`src/rtl/adsr_env.sv`:
```
// rtl/adsr_env.sv - linear ADSR envelope generator driving the VCA control voltage
// Level moves one LSB per (rate+1) prescaler ticks; phase checks run before steps so level never wraps.
module adsr_env #(
  parameter int PRESCALE = 256
) (
  input  logic       clk,
  input  logic       rst_n,
  input  logic       gate,
  input  logic [7:0] attack,
  input  logic [7:0] decay,
  input  logic [7:0] sustain,
  input  logic [7:0] release_rate,
  output logic [7:0] cv_out,
  output logic [2:0] state_out,
  output logic       active
);

  localparam int PW = (PRESCALE > 1) ? $clog2(PRESCALE) : 1;
  localparam logic [PW-1:0] PRE_LAST = PW'(PRESCALE - 1);

  typedef enum logic [2:0] {
    S_IDLE    = 3'd0,
    S_ATTACK  = 3'd1,
    S_DECAY   = 3'd2,
    S_SUSTAIN = 3'd3,
    S_RELEASE = 3'd4
  } state_t;

  state_t        r_state;
  state_t        w_state_nxt;
  logic [7:0]    r_level;
  logic [7:0]    w_level_nxt;
  logic [PW-1:0] r_pre_cnt;
  logic [7:0]    r_step_cnt;
  logic          r_gate_d;
  logic          w_tick;
  logic          w_rise;
  logic          w_timed;
  logic          w_step;
  logic [7:0]    w_rate;

  assign w_tick = (r_pre_cnt == PRE_LAST);
  assign w_rise = gate & ~r_gate_d;

  // Only the three sloped phases consume ticks; rates are read live every tick.
  always_comb begin
    w_rate  = 8'd0;
    w_timed = 1'b0;
    case (r_state)
      S_ATTACK: begin
        w_rate  = attack;
        w_timed = 1'b1;
      end
      S_DECAY: begin
        w_rate  = decay;
        w_timed = 1'b1;
      end
      S_RELEASE: begin
        w_rate  = release_rate;
        w_timed = 1'b1;
      end
      default: begin
        w_rate  = 8'd0;
        w_timed = 1'b0;
      end
    endcase
  end

  assign w_step = w_tick & w_timed & (r_step_cnt >= w_rate);

  always_comb begin
    w_state_nxt = r_state;
    w_level_nxt = r_level;
    case (r_state)
      S_IDLE: begin
        w_level_nxt = 8'd0;
        if (w_rise) w_state_nxt = S_ATTACK;
      end
      S_ATTACK: begin
        if (!gate)                 w_state_nxt = S_RELEASE;
        else if (r_level == 8'hFF) w_state_nxt = S_DECAY;
        else if (w_step)           w_level_nxt = r_level + 8'd1;
      end
      S_DECAY: begin
        if (!gate)                    w_state_nxt = S_RELEASE;
        else if (r_level <= sustain)  w_state_nxt = S_SUSTAIN;
        else if (w_step)              w_level_nxt = r_level - 8'd1;
      end
      S_SUSTAIN: begin
        if (!gate) w_state_nxt = S_RELEASE;
        else       w_level_nxt = sustain;
      end
      S_RELEASE: begin
        // Retrigger keeps the current level so the attack resumes without a click.
        if (w_rise)                w_state_nxt = S_ATTACK;
        else if (r_level == 8'd0)  w_state_nxt = S_IDLE;
        else if (w_step)           w_level_nxt = r_level - 8'd1;
      end
      default: begin
        w_state_nxt = S_IDLE;
        w_level_nxt = 8'd0;
      end
    endcase
  end

  always_ff @(posedge clk) begin
    if (!rst_n) begin
      r_state    <= S_IDLE;
      r_level    <= 8'd0;
      r_pre_cnt  <= '0;
      r_step_cnt <= 8'd0;
      r_gate_d   <= 1'b0;
    end else begin
      r_state   <= w_state_nxt;
      r_level   <= w_level_nxt;
      r_gate_d  <= gate;
      r_pre_cnt <= w_tick ? '0 : r_pre_cnt + 1'b1;
      if (w_state_nxt != r_state)
        r_step_cnt <= 8'd0;
      else if (w_tick && w_timed)
        r_step_cnt <= w_step ? 8'd0 : r_step_cnt + 8'd1;
    end
  end

  assign cv_out    = r_level;
  assign state_out = r_state;
  assign active    = (r_state != S_IDLE);

endmodule

```
`config.mk`:
```
export PLATFORM = sky130hd
export DESIGN_NAME = adsr_env
export DESIGN_NICKNAME = d
export VERILOG_FILES = /design/src/rtl/adsr_env.sv
export SDC_FILE = /design/constraint.sdc
export NUM_CORES = 1
export LEC_CHECK = 0
export CAP_MARGIN = 20
export CORE_UTILIZATION = 30
export DETAILED_ROUTE_END_ITERATION = 16
export GPL_ROUTABILITY_DRIVEN = 0
export PLACE_DENSITY = 0.6
export SLEW_MARGIN = 30
export SYNTH_ARGS = -nofsm -noshare
export SYNTH_HDL_FRONTEND = slang
export SYNTH_SLANG_ARGS = --single-unit
```
`constraint.sdc`:
```
create_clock -name clk -period 8.1 [get_ports clk]
set_input_delay 1.215 -clock clk [delete_from_list [all_inputs] [get_ports clk]]
set_output_delay 1.215 -clock clk [all_outputs]
set_load 0.05 [all_outputs]
```
==> impl_metrics.csv <==
group,metric,value,unit
synth,synth-edff-count,0,
power,p_per_area,129,mW/mm^2
synth,postSynth.topFlopCell,"sky130_fd_sc_hd__dfxtp_1",
clock_tree,cts_tree,"built",
synth,post_synthesis_cell_type_count,54,
final_layout,ratio_of_cells_with_drive_above_1_in_the_final_layout,7.12,%
floorplan,die_area,0.00813,mm^2
synth,ys_ff_latch,28,
synth,synth_top_area_cell,"sky130_fd_sc_hd__dfxtp_1",
power,p_leak,1.12,nW
sta,worst_slack,4.62,ns
critical_path,r2r_setup_slack,4.74,ns
clock_tree,cts.path.max_buffers,2,
clock_tree,cts.sinks,28,
worst_hold_path,hp-class,"flip-flop to flip-flop",
clock_tree,hold_buffers,0,
sta,maxClockFrequency,287,MHz
sta,slew_headroom,51.1,%
synth,mappedNetlistArea,0.00233,mm^2
clock_tree,cts.clk_slew.worst_paths,0.10,ns
critical_path,cp.arrival,3.63,ns
synth,synth.top_cells.by_area,"sky130_fd_sc_hd__dfxtp_1 24%, sky130_fd_sc_hd__ha_1 13%, sky130_fd_sc_hd__a21oi_1 7.1%",
sta,finalCriticalPeriod,3.48,ns
critical_path,classification_of_the_worst_setup_path,"primary input to flip-flop",
placed_design,pre_cts_slack,4.32,ns
floorplan,die-width,90.2,um
grt,grt_antenna_before_repair,0,
grt,grt_pass1_vias,2311,
clock_tree,clk-insertion-delay-late,0.27,ns
synth,postSynthAreaPerCell,7.91,um^2
routing,number_of_antenna_violating_nets_in_the_routed_design,0,
critical_path,ff2ff_path_depth,12,
grt,groute.usage.overall,16.2,%
synth,synthDominantCellAreaShare,24.0,%
floorplan,start_util,31.6,%
clock_tree,post_cts.repair.setup_buffers,0,
clock_tree,cts_resized,0,
sta,rsz0062_at_grt,"false",
grt,wire_length_of_the_first_global_routing_pass,11.1,mm
outcome,run_status,"completed",
floorplan,placement_rows,31,
clock_tree,cts_made_buffers,3,
grt,met3_usage,1.44,%
clock_tree,cts.htree.levels,1,
final_layout,area_delta_synth_final,25.6,%
sta,report.final.slew_viol_count,0,
placed_design,dpl-instance-area,0.00287,mm^2
grt,globalRouteMet1Util,21.2,%
floorplan,floorplan.die.height,90.2,um
placed_design,number_of_port_buffers,46,
final_layout,insertedDiodeCount,0,
clock_tree,cts_root_buffer,"sky130_fd_sc_hd__clkbuf_8",
critical_path,timing.critical_path.to_type,"flip-flop",
routing,vias,2291,
final_layout,layout_commonest_cell,"sky130_fd_sc_hd__clkdlybuf4s50_1",
routing,avgViaCountPerCell,5.25,
final_layout,finish.net_count,398,
final_layout,layout_common_cells,"46 x sky130_fd_sc_hd__clkdlybuf4s50_1, 43 x sky130_fd_sc_hd__nor2_1, 33 x sky130_fd_sc_hd__a21oi_1, 28 x sky130_fd_sc_hd__dfxtp_1, 24 x sky130_fd_sc_hd__ha_1",
final_layout,n_fill_cell,784,
routing,postRouteWirelength,6.19,mm
routing,route.detailed.wl_per_inst,14.2,um
sta,final-hold-violation-count,0,
critical_path,worstPathMaxFanout,9,
synth,postSynthCellCount,295,
synth,yosys_warnings,0,
floorplan,floorplan.core_area,0.00737,mm^2
grt,grt-ovfl-total,0,
final_layout,fin_area,0.00293,mm^2
sta,setup_total_negative_slack,0,ns
grt,grt_busiest_layer,"met2",
synth,ys_seq_area_share,24.0,%
routing,drtPass1Iterations,4,
synth,share_of_synthesized_flip_flops_with_an_asynchronous_set_or_reset,0,%
sta,setup_viol_count_final,0,
run,maxCapViolCount,0,
synth,postSynthNetCount,355,
placed_design,place.detailed.hpwl,4.85,mm
sta,fin_crit_sh,43.0,%
grt,grt_max_degree,27,
worst_hold_path,holdPathStages,1,
floorplan,ports_placed_on_the_boundary,47,
routing,drc_errors,0,
grt,grt.met2_usage,29.2,%
critical_path,critical_path.startpoint_type,"primary input",
sta,worst_slew_pin_tran,0.731,ns
power,max-vdd-ir-drop,0.0756,mV
routing,drt_first_iter_violations,156,
sta,setup_skew,0.00400,ns
critical_path,worst-endpoint-required,8.25,ns
per-stage QoR:
stage	instances	util [%]	power (mW)	hold WS [ns]
finish	436	39.7	0.377	0.473
global route	436	39.7	0.398	0.517
CTS	436	39.7	0.379	0.474
detailed placement	432	39.0	0.292	0.455
global placement	432	39.0	0.291	0.447
floorplan	295	-	0.247	0.430
cell type report:
| cell class | instances | area, um^2 | share of cell area, % |
|---|---|---|---|
| multi-input cells | 242 | 1660 | 56.6 |
| inverters | 15 | 56.3 | 1.92 |
| repair buffers | 48 | 475 | 16.2 |
| flip-flops and latches | 28 | 561 | 19.1 |
| well taps | 99 | 124 | 4.23 |
| clock buffers | 4 | 55.1 | 1.88 |
state kept, by name (all words and copies together), names as in the netlist:
signal,flops
r_gate_d,1
r_step_cnt,8
state_out,3
r_pre_cnt,8
cv_out,8
layer usage:
| layer | wire [um] | vias to the layer above |
|---|---|---|
| li1 | - | 1168 |
| met1 | 2930 | 1059 |
| met2 | 2970 | 60 |
| met3 | 255 | 4 |
| met4 | 27 | 0 |
| met5 | 0 | - |
final timing paths:
check                   from           end
max          release_rate[7]     cv_out[7]
min             r_pre_cnt[0]  r_pre_cnt[0]
max reg2reg     state_out[0]     cv_out[7]
min reg2reg     r_pre_cnt[0]  r_pre_cnt[0]
cell usage after synthesis (4+ instances only):
cell,count
sky130_fd_sc_hd__ha_1,24
sky130_fd_sc_hd__nand2_1,13
sky130_fd_sc_hd__xor2_1,7
sky130_fd_sc_hd__a21o_1,5
sky130_fd_sc_hd__nand3_1,7
sky130_fd_sc_hd__nand2b_1,4
sky130_fd_sc_hd__o21a_1,5
sky130_fd_sc_hd__dfxtp_1,28
sky130_fd_sc_hd__a211oi_2,5
sky130_fd_sc_hd__inv_1,12
sky130_fd_sc_hd__nor2_1,43
sky130_fd_sc_hd__clkbuf_1,5
sky130_fd_sc_hd__a21oi_1,33
sky130_fd_sc_hd__a31oi_1,5
sky130_fd_sc_hd__o21ai_0,13
sky130_fd_sc_hd__nand4_1,8
sky130_fd_sc_hd__a22oi_1,10
sky130_fd_sc_hd__and3_1,5
sky130_fd_sc_hd__xnor2_1,8
report_power, final:
group | internal [mW] | total [mW] | switching [mW]
logic | 0.0572 | 0.132 | 0.0752
registers | 0.144 | 0.157 | 0.0123
clock network | 0.0435 | 0.0876 | 0.0440
total | 0.245 | 0.377 | 0.132
cell families (layout without fill, tap and decap cells):
group                    Yosys count  count (layout)  synth area share, %
buffers and inverters             25              67                 4.88
multiplexers                       1               1                0.429
AO/OA/AOI/OAI                    102             102                 30.6
AND/OR/NAND/NOR                   99              99                 20.7
flip-flops                        28              28                 24.0
XOR/XNOR                          15              15                 5.63
adder cells (fa/ha/maj)           25              25                 13.7
critical path, stage by stage:
cell and delay, ns:
sky130_fd_sc_hd__clkdlybuf4s50_1 0.45, sky130_fd_sc_hd__a22oi_1 0.07, sky130_fd_sc_hd__nor2_1 0.12, sky130_fd_sc_hd__a21oi_1 0.05
sky130_fd_sc_hd__ha_1 0.34, sky130_fd_sc_hd__and3_1 0.19, sky130_fd_sc_hd__nand3_1 0.09, sky130_fd_sc_hd__o21ai_2 0.23
sky130_fd_sc_hd__a21oi_1 0.12, sky130_fd_sc_hd__o21ai_2 0.34, sky130_fd_sc_hd__and2_4 0.31, sky130_fd_sc_hd__a311oi_2 0.11
Power figures use the tool's default switching activity.
